File: src/rtl/i8259_pic.sv
// Simplified 8-input priority interrupt controller: edge-latched requests, mask,
// in-service nesting with fixed priority (bit 0 highest), and a vectored acknowledge.
module i8259_pic #(
    parameter logic [4:0] VEC_BASE = 5'b00100
) (
    input  logic       clk,
    input  logic       reset,
    input  logic       cs,
    input  logic       rd,
    input  logic       wr,
    input  logic [1:0] a,
    input  logic [7:0] idata,
    output logic [7:0] odata,
    input  logic [7:0] irq,
    input  logic       inta,
    output logic       intr,
    output logic [7:0] ivec,
    output logic       ivec_valid
);

    logic [7:0] irr, isr, imr, last_irq;
    logic [4:0] base;
    logic [1:0] rsel;

    logic [7:0] isr_low, below, elig, eoi_clr, ack_set;
    logic [7:0] irr_next, isr_next;
    logic [2:0] lvl;
    logic       pend;

    // Only levels strictly above (numerically below) the highest-priority in-service level may nest.
    always_comb begin
        isr_low = isr & (~isr + 8'd1);
        below   = (isr == '0) ? '1 : (isr_low - 8'd1);
        elig    = irr & ~imr & below;
        pend    = (elig != '0);
        lvl     = '0;
        for (int unsigned i = 8; i > 0; i--) begin
            if (elig[i-1]) lvl = 3'(i - 1);
        end
    end

    assign intr = pend;

    always_comb begin
        eoi_clr = '0;
        ack_set = '0;
        if (cs && wr && a == 2'd0 && idata[7]) begin
            if (idata[6]) eoi_clr[idata[2:0]] = 1'b1;
            else          eoi_clr = isr_low;
        end
        if (inta && pend) ack_set[lvl] = 1'b1;
        // The acknowledge bit is applied after the EOI clear so it always survives.
        isr_next = (isr & ~eoi_clr) | ack_set;
        // A fresh edge re-latches a request even if acknowledged in the same cycle.
        irr_next = (irr & ~ack_set) | (irq & ~last_irq);
    end

    always_ff @(posedge clk) begin
        last_irq <= irq;
        if (reset) begin
            irr        <= '0;
            isr        <= '0;
            imr        <= '1;
            base       <= VEC_BASE;
            rsel       <= '0;
            ivec       <= '0;
            ivec_valid <= 1'b0;
        end else begin
            irr        <= irr_next;
            isr        <= isr_next;
            ivec_valid <= inta;
            if (inta) ivec <= pend ? {base, lvl} : {base, 3'b111};
            if (cs && wr) begin
                case (a)
                    2'd0: if (!idata[7]) rsel <= idata[1:0];
                    2'd1: imr <= idata;
                    2'd2: base <= idata[7:3];
                    default: ;
                endcase
            end
        end
    end

    always_comb begin
        odata = '0;
        if (cs && rd) begin
            case (a)
                2'd0: begin
                    case (rsel)
                        2'd0:    odata = irr;
                        2'd1:    odata = isr;
                        2'd2:    odata = imr;
                        default: odata = '0;
                    endcase
                end
                2'd1:    odata = imr;
                2'd2:    odata = {base, 3'b000};
                default: odata = {pend, 4'b0000, lvl};
            endcase
        end
    end

endmodule
File: config.mk
export PLATFORM = sky130hd
export DESIGN_NAME = i8259_pic
export DESIGN_NICKNAME = d
export VERILOG_FILES = /design/src/rtl/i8259_pic.sv
export SDC_FILE = /design/constraint.sdc
export NUM_CORES = 1
export LEC_CHECK = 0
export BUFFER_PORTS_ARGS = -buffer_cell sky130_fd_sc_hd__buf_4
export CORE_ASPECT_RATIO = 1.5
export CORE_MARGIN = 4
export CORE_UTILIZATION = 37
export DETAILED_ROUTE_END_ITERATION = 8
export HOLD_SLACK_MARGIN = 0.15
export MAX_ROUTING_LAYER = met4
export PLACE_DENSITY = 0.58
export SLEW_MARGIN = 20
export SYNTH_ARGS = -nofsm -noshare
export SYNTH_HDL_FRONTEND = slang
export SYNTH_SLANG_ARGS = --single-unit
File: constraint.sdc
create_clock -name clk -period 3 [get_ports clk]
set_input_delay 0.6 -clock clk [delete_from_list [all_inputs] [get_ports clk]]
set_output_delay 0.6 -clock clk [all_outputs]
set_load 0.1 [all_outputs]
==> results of run 1 <==
==> Yosys cell counts (all sizes together) (2+ instances only) <==
cell    number  share of area (%)
dfxtp       48                 42
nor2        34                5.6
nand2       28                4.6
a21oi       14                3.1
nand3       14                3.1
o21ai       14                3.1
clkbuf      13                2.1
mux2i       13                5.7
nor2b       10                2.7
mux2         7                3.5
a31oi        6                1.6
inv          6               0.99
a222oi       4                1.8
a32o         4                1.8
nand2b       4                1.1
nor3         4               0.88
nor3b        4                1.3
or3          4                1.3
a22o         3                1.2
or4          3                1.3
a211oi       2               0.66
a221oi       2               0.77
and2         2               0.55
nor4         2               0.55
nor4b        2               0.77
o21a         2               0.66
o41a         2               0.99
==> cell families after synthesis <==
logic type / Yosys count / synth area share, %
mux: 20 / 9.17
simple gates: 116 / 25.5
buf+inv: 20 / 3.29
flops: 48 / 42.2
compound gates: 64 / 19.8
==> layer usage <==
metal | global-route usage (%) | routed length [um] | share of wire (%)
met1 | 22.1 | 2740 | 40
met2 | 32.5 | 3680 | 54
met3 | 2.80 | 235 | 3.4
met4 | 8.20 | 189 | 2.8
met5 | - | 0 | 0
==> sequential cells by signal, indices dropped and copies added, names as in the netlist <==
register    cells
irr             8
imr             8
ivec            8
rsel            2
last_irq        8
isr             8
base            5
ivec_valid      1
==> worst paths after layout <==
kind,start,end,cells after the start
setup / recovery,isr[3]$_SDFF_PP0_,odata[1],6
hold / removal,irq[0],last_irq[0]$_DFF_P_,1
setup reg to reg,isr[3]$_SDFF_PP0_,irr[7]$_SDFF_PP0_,6
hold reg to reg,ivec[2]$_SDFFE_PP0P_,ivec[2]$_SDFFE_PP0P_,2
==> power by group <==
part	switching, mW	internal, mW
sequential	0.0188	0.663
clock	0.216	0.184
combinational	0.183	0.105
==> metrics by stage <==
step / worst slack (ns) / instances / setup TNS [ns] / hold slack, ns
after floorplan: -0.275 / 268 / -0.691 / 0.463
after global placement: -0.000673 / 377 / -0.000673 / 0.466
after detailed placement: 0.00201 / 377 / 0 / 0.469
after CTS: -0.191 / 387 / -0.622 / 0.397
after global routing: -0.250 / 387 / -0.799 / 0.392
final: -0.190 / 387 / -0.516 / 0.405
==> layout make-up <==
class | count | area, sq um
Sequential cell | 48 | 962
Inverter | 6 | 22.5
Multi-Input combinational cell | 200 | 1330
Timing Repair Buffer | 54 | 468
Fill cell | 599 | 2910
Clock buffer | 6 | 82.6
Clock inverter | 1 | 8.76
Tap cell | 72 | 90.1
==> repair_timing <==
item | 4_1_cts | 5_1_grt
resized for setup | 16 | 3
pin swaps | 5 | 4
setup buffers | 3 | 0
gates cloned | 0 | 0
setup endpoints to repair | 4 | 5
==> flow_summary_export.csv, run 1 <==
group,metric,value,unit
run_status,status,"complete, but fails checks",
run_status,violations,"setup timing",
power,p_per_area,463,mW/mm^2
detailed_routing,wl_per_cell,17.7,um
grt,antenna_found_initial,0,
critical_path,crit_chain,"or4_4 -> or3_4 -> or3_4 -> a21o_1 -> a211oi_4 -> buf_12",
final_layout,drive_gt1_share,28.9,%
critical_path,ff2ff_setup_slack,0.39,ns
yosys,synth-async-reset-ratio,0,%
yosys,synthCells,268,
sta,grt_setup_unrepaired,"yes",
yosys,ys_seq_elements,48,
sta,fin_worst_skew,0.00361,ns
floorplan,die-area,0.00750,sq mm
detailed_routing,vias,2159,
yosys,syn_area,0.00228,sq mm
final_layout,final_common_cell,"buf_4",
final_layout,synthToLayoutAreaGrowth,29.9,%
critical_path,start_kind,"register",
sta,min_period,3.19,ns
yosys,ys_seq_area_share,42.2,%
critical_path,worstSetupPathType,"reg -> out",
clocking,holdBufCountCts,0,
clocking,path_clk_slew,0.09,ns
power,total_power,1.37,mW
floorplan,core_area,0.00587,sq mm
yosys,yosysWarningCount,0,
clocking,htreeDepth,2,
grt,overflow,0,
sta,setup_viol,4,
detailed_routing,drc_errors,0,
sta,tightest_slew,0.758,ns
final_layout,nNetsFinal,339,
placed_design,placed_area,0.00276,sq mm
sta,relSlewSlack,48.9,%
critical_path,critPathMostFrequentCell,"or3_4",
sta,fin_ws,-0.190,ns
clocking,root_buffer,"clkbuf_8",
clocking,numCtsBuffers,5,
critical_path,timing.critical_path.to_type,"primary output",
critical_path,cp_top_family,"simple AND/OR/NAND/NOR gates",
power,p_leak,1.22,nW
floorplan,die_width,72.1,um
critical_path,worstPathRequired,2.40,ns
final_layout,mostFrequentLayoutCells,"buf_4 (49), dfxtp_1 (47), nor2_1 (30), nand2_1 (27), o21ai_0 (14)",
floorplan,row_count,34,
yosys,synth_ff_type,"dfxtp_1",
worst_hold_path,hold_class,"in -> reg",
detailed_routing,dr.first_iter.drc_count,115,
detailed_routing,antenna_left,0,
yosys,syn_nets,292,
yosys,synth_cell_types,46,
grt,grt.total_usage,19.2,%
critical_path,path_buf_inv,1,
sta,hold_viol,0,
power,ir_drop,0.245,mV
critical_path,crit_slowest_cell,"or4_4",
clocking,cts_tree,"built",
grt,grt_max_degree,35,
final_layout,antenna-diode-count,0,
grt,grt_pass1_vias,2115,
placed_design,port_buffers,41,
placed_design,dp_hpwl,5.24,mm
final_layout,finalInstanceArea,0.00296,sq mm
detailed_routing,via_per_inst,5.58,
detailed_routing,drt_first_pass_iters,4,
yosys,synth_edf_count,0,
sta,final_max_slew_viol_count,0,
critical_path,cp_max_fo,4,
clocking,cts_sinks,48,
sta,finalCritPeriodShare,106,%
run,maxCapViolCount,0,
critical_path,critPathArrivalTime,2.59,ns
floorplan,pin_count,42,
floorplan,die_h,104,um
detailed_routing,routed_wl,6.85,mm
sta,maxClockFrequency,313,MHz
clocking,insertion_delay,0.30,ns
critical_path,slowest_delay,0.54,ns
final_layout,post-route-util,50.4,%
clocking,clock_path_buffers,2,
grt,grt_pass1_wl,11.0,mm
floorplan,start_util,38.8,%
yosys,avgSynthCellArea,8.50,sq um
placed_design,gp_congestion,0.868,
(Power assumes the default switching activity.)
==> inputs of run 2 (changes only) <==
Settings changed: BUFFER_PORTS_ARGS -buffer_cell sky130_fd_sc_hd__buf_4 to -buffer_cell sky130_fd_sc_hd__buf_2.
==> run 2 against run 1 <==
Effect of this change:
- the run still ends with setup timing left
- register-to-register slack worse by 0.11 ns
- non-clock buffer count shrank 2
- global-route usage rose by 0.46 points
- combinational power fell by 3%
- routed wire length shrank 0.28%
- final area down 0.30%
- sequential share of layout area grew 0.097 points
- via count grew 3.2%
- setup slack gained 0.0028 ns
- core utilization down 0.15 points
- clock skew is 0.0036 ns higher
- critical endpoint unchanged
- highest routed layer unchanged
==> flow_summary_export.csv, run 2 (synthesis gave the netlist of run 1 again) <==
group,metric,value,unit
floorplan,die-area,0.00750,sq mm
detailed_routing,wl_per_cell,17.7,um
clocking,numCtsBuffers,5,
worst_hold_path,worst_hold_path.num_cells,1,
critical_path,ff2ff_setup_slack,0.28,ns
worst_hold_path,hold_class,"in -> reg",
critical_path,r2r_end,"irr[7]$_SDFF_PP0_",
power,ir_drop,0.313,mV
detailed_routing,via_per_inst,5.77,
final_layout,antenna-diode-count,0,
floorplan,die_h,104,um
placed_design,dp_hpwl,5.16,mm
floorplan,start_util,38.8,%
sta,final_max_slew_viol_count,0,
critical_path,critPathArrivalTime,2.59,ns
critical_path,reg2reg_from,"isr[3]$_SDFF_PP0_",
placed_design,port_buffers,41,
sta,tightest_slew,0.744,ns
run_status,violations,"setup timing",
critical_path,worstPathRequired,2.40,ns
floorplan,die_width,72.1,um
critical_path,cp_max_fo,3,
grt,grt.total_usage,19.7,%
detailed_routing,routed_wl,6.83,mm
clocking,insertion_delay,0.31,ns
critical_path,path_buf_inv,1,
critical_path,worstSetupPathType,"reg -> out",
detailed_routing,antenna_left,0,
clocking,holdBufCountCts,0,
critical_path,critPathMostFrequentCell,"or3_4",
clocking,cts_sinks,48,
clocking,root_buffer,"clkbuf_8",
detailed_routing,drt_first_pass_iters,6,
critical_path,slowest_delay,0.55,ns
final_layout,mostFrequentLayoutCells,"dfxtp_1 (47), buf_2 (32), nor2_1 (30), nand2_1 (27), o21ai_0 (14)",
run_status,status,"complete, but fails checks",
critical_path,crit_slowest_cell,"or4_4",
power,p_per_area,518,mW/mm^2
final_layout,post-route-util,50.3,%
sta,relSlewSlack,49.9,%
grt,antenna_found_initial,0,
detailed_routing,drc_errors,0,
power,p_leak,1.22,nW
floorplan,row_count,34,
clocking,path_clk_slew,0.09,ns
run,maxCapViolCount,0,
sta,finalCritPeriodShare,106,%
worst_hold_path,hp-start,"irq[1]",
critical_path,start_kind,"register",
final_layout,finalInstanceArea,0.00295,sq mm
floorplan,core_area,0.00587,sq mm
detailed_routing,dr.first_iter.drc_count,172,
clocking,cts_tree,"built",
grt,grt_pass1_wl,11.3,mm
worst_hold_path,holdPathEnd,"last_irq[1]$_DFF_P_",
sta,fin_ws,-0.187,ns
clocking,htreeDepth,2,
sta,fin_worst_skew,0.00723,ns
critical_path,crit_chain,"or4_4 -> or3_4 -> or3_4 -> a21o_1 -> a211oi_4 -> buf_12",
grt,grt_max_degree,26,
final_layout,nNetsFinal,337,
placed_design,placed_area,0.00277,sq mm
sta,grt_setup_unrepaired,"yes",
sta,hold_viol,0,
clocking,clock_path_buffers,2,
sta,min_period,3.19,ns
critical_path,timing.critical_path.to_type,"primary output",
sta,setup_viol,3,
final_layout,final_common_cell,"dfxtp_1",
critical_path,r2r_cells,6,
final_layout,drive_gt1_share,28.7,%
grt,grt_pass1_vias,2353,
placed_design,gp_congestion,0.910,
floorplan,pin_count,42,
sta,maxClockFrequency,314,MHz
final_layout,synthToLayoutAreaGrowth,29.5,%
grt,overflow,0,
detailed_routing,vias,2228,
critical_path,cp_top_family,"simple AND/OR/NAND/NOR gates",
run 2: changes by cell type in the layout (fill, tap and decap cells not counted), sizes merged:
cell,before,now
clkbuf,6,5
buf,54,52
inv,6,7
bufinv,0,2
clkinv,1,0
run 2: where the power goes:
| part | total [mW] | switching, mW | internal [mW] |
|---|---|---|---|
| Combinational | 0.277 | 0.183 | 0.0939 |
| Sequential | 0.682 | 0.0190 | 0.663 |
| Clock | 0.570 | 0.234 | 0.336 |
run 2: worst reg2reg max path: cells and delay by family (launching register included):
kind                   cells  cell delay (ns)
and+or+nand+nor            3             1.46
AOI/OAI and AO/OA          2             0.67
DFF                        1             0.33
buffers and inverters      1             0.16
run 2: worst max-delay path by stage:
stage / from / to / slack, ns / depth (start not counted)
3_5_place_dp: isr[3]$_SDFF_PP0_ / odata[2] / 0.05 / 6
5_1_grt: isr[3]$_SDFF_PP0_ / odata[1] / -0.25 / 6
4_1_cts: isr[3]$_SDFF_PP0_ / odata[1] / -0.18 / 6
2_1_floorplan: isr[3]$_SDFF_PP0_ / odata[0] / -0.28 / 5
6_report: isr[3]$_SDFF_PP0_ / odata[1] / -0.19 / 6
3_3_place_gp: isr[3]$_SDFF_PP0_ / odata[2] / 0.06 / 6
run 2: stage by stage:
step	instances	total power, mW	worst slack (ns)	TNS, ns	hold WS, ns
2_1_floorplan	268	0.884	-0.275	-0.691	0.463
3_3_place_gp	375	0.967	0.0606	0	0.463
3_5_place_dp	375	0.968	0.0488	0	0.476
4_1_cts	386	1.54	-0.181	-0.480	0.395
5_1_grt	386	1.59	-0.245	-0.641	0.384
6_report	386	1.53	-0.187	-0.432	0.401
run 2: final cells by class:
type                       count  area, sq um
multi-input combinational    200         1330
tap                           72         90.1
sequential                    48          962
fill                         559         2920
clock buffer                   5         68.8
clock inverter                 3         68.8
inverter                       6         22.5
timing repair buffer          52          410
run 2: repair_timing:
item / 4_1_cts / 5_1_grt
buffers inserted: 3 / 0
setup endpoints to repair: 3 / 3
endpoints found under the hold margin: 0 / 0
gates resized for setup: 6 / 0
pin swaps: 2 / 1
run 2: per-layer routing:
metal | track usage (%) | vias up | part of all wire (%)
met3 | 3.58 | 25 | 5.3
met2 | 33.2 | 77 | 53
met5 | - | - | 0
met4 | 10.3 | 0 | 3.6
li1 | - | 1068 | -
met1 | 21.3 | 1058 | 39
==> inputs of run 3 (changes only) <==
Settings changed: PLACE_DENSITY 0.58 to not set, PLACE_DENSITY_LB_ADDON set to 0.05.
==> run 3 against run 2 <==
Effect of this change:
- the run still ends with setup timing left
- sequential cell count unchanged
- hold slack better by 0.00063 ns
- die area unchanged
- critical path depth unchanged
- core utilization down 0.40 points
- final area down 0.81%
- via count down 1.2%
- total power down 11%
- count of clock-buffer cells in the layout up 1
- sequential share of layout area up 0.26 points
- critical path type unchanged
- sequential power about the same
- non-clock buffer count up 3
==> flow_summary_export.csv, run 3 (synthesis gave the netlist of run 1 again) <==
group,metric,value,unit
power,total_power,1.37,mW
floorplan,pin_count,42,
sta,tns,-0.356,ns
sta,hold_viol,0,
clocking,path_clk_slew,0.09,ns
critical_path,critPathArrivalTime,2.56,ns
final_layout,synthToLayoutAreaGrowth,28.4,%
final_layout,final_common_cell,"dfxtp_1",
detailed_routing,dr.first_iter.drc_count,128,
run,maxCapViolCount,0,
worst_hold_path,hold_class,"in -> reg",
final_layout,mostFrequentLayoutCells,"dfxtp_1 (47), buf_2 (32), nor2_1 (30), nand2_1 (27), buf_4 (15)",
floorplan,core_area,0.00587,sq mm
clocking,numCtsBuffers,5,
floorplan,row_count,34,
critical_path,r2r_cells,7,
clocking,clock_path_buffers,2,
clocking,cts_tree,"built",
placed_design,dp_hpwl,5.41,mm
floorplan,start_util,38.8,%
clocking,root_buffer,"clkbuf_8",
grt,grt_pass1_vias,2181,
detailed_routing,wl_met3,247,um
final_layout,nFillCells,598,
floorplan,die-area,0.00750,sq mm
detailed_routing,routed_wl,6.93,mm
critical_path,crit_chain,"or4_4 -> or3_4 -> or3_4 -> a21o_1 -> a211oi_4 -> buf_12",
placed_design,dp_cells,377,
detailed_routing,antenna_left,0,
clocking,cts_sinks,48,
grt,grt_max_degree,22,
critical_path,slowest_delay,0.55,ns
grt,grt_pass1_wl,11.3,mm
grt,antenna_found_initial,0,
final_layout,nNetsFinal,340,
placed_design,gp_congestion,0.972,
final_layout,final_cells,388,
sta,grt_setup_unrepaired,"yes",
sta,fin_worst_skew,0.00351,ns
sta,setup_viol,3,
final_layout,antenna-diode-count,0,
detailed_routing,met2WireLength,3.68,mm
clocking,insertion_delay,0.30,ns
floorplan,die_width,72.1,um
critical_path,worstPathRequired,2.40,ns
critical_path,worstSetupPathType,"reg -> out",
detailed_routing,vias,2202,
sta,whs,0.402,ns
critical_path,critPathMostFrequentCell,"or3_4",
sta,tightest_slew,0.680,ns
detailed_routing,via_per_inst,5.68,
placed_design,port_buffers,41,
worst_hold_path,worst_hold_path.num_cells,1,
detailed_routing,drc_errors,0,
detailed_routing,route.top_layer_used,"met4",
critical_path,start_kind,"register",
detailed_routing,drt-met1-wl,2.79,mm
critical_path,crit_slowest_cell,"or4_4",
sta,finalCritPeriodShare,105,%
sta,final_max_slew_viol_count,0,
power,p_per_area,467,mW/mm^2
final_layout,drive_gt1_share,29.1,%
critical_path,timing.critical_path.to_type,"primary output",
clocking,htreeDepth,2,
grt,overflow,0,
detailed_routing,wl_per_cell,17.9,um
critical_path,cp_max_fo,3,
sta,relSlewSlack,54.2,%
sta,fin_ws,-0.164,ns
power,p_leak,1.22,nW
floorplan,die_h,104,um
power,ir_drop,0.299,mV
detailed_routing,drt_first_pass_iters,4,
sta,maxClockFrequency,316,MHz
sta,min_period,3.16,ns
run_status,violations,"setup timing",
run_status,status,"complete, but fails checks",
final_layout,post-route-util,49.9,%
clocking,holdBufCountCts,0,
grt,grt.total_usage,19.9,%
[run 3: cell types whose count changed in the layout (fill, tap and decap cells not counted), sizes merged]
cell and delta:
bufinv -2, clkbuf +1, buf +3, clkinv +1, inv -1
[run 3: report_power, final]
part	total [mW]	switching [mW]	internal [mW]
clock network	0.405	0.220	0.184
logic	0.278	0.183	0.0953
registers	0.683	0.0195	0.663
[run 3: timing repair]
item,4_1_cts,5_1_grt
setup endpoints to repair,3,3
gates cloned,0,0
pin swaps,2,1
setup buffers,3,1
resized for setup,4,2
[run 3: path summary, 6_finish.rpt]
kind / startpoint / to / slack (ns)
max: isr[3]$_SDFF_PP0_ / odata[1] / -0.16
min: irq[0] / last_irq[0]$_DFF_P_ / 0.40
max reg2reg: isr[3]$_SDFF_PP0_ / irr[7]$_SDFF_PP0_ / 0.25
min reg2reg: ivec[2]$_SDFFE_PP0P_ / ivec[2]$_SDFFE_PP0P_ / 0.47
[run 3: cell type report]
class / count / area (sq um) / share of cell area [%]
clock buffers: 6 / 82.6 / 2.82
clock inverters: 1 / 8.76 / 0.299
inverters: 6 / 22.5 / 0.770
multi-input cells: 200 / 1330 / 45.4
flip-flops and latches: 48 / 962 / 32.9
well taps: 72 / 90.1 / 3.08
repair buffers: 55 / 433 / 14.8
[run 3: critical path: cells and delay by family, from the launching register on]
family	cells	cell delay, ns
flops	1	0.32
buf+inv	1	0.21
simple gates	3	1.26
compound gates	2	0.46
[run 3: layer usage]
layer | vias up | global-route usage (%)
met1 | 1066 | 23.0
li1 | 1067 | -
met5 | - | -
met3 | 16 | 2.61
met2 | 53 | 33.8
met4 | 0 | 8.33
[run 3: per-stage QoR]
step	worst slack, ns	cell area [sq um]
final	-0.164	2930
after global routing	-0.219	2930
after CTS	-0.164	2910
after detailed placement	0.0554	2780
after global placement	0.0484	2780
after floorplan	-0.275	2340
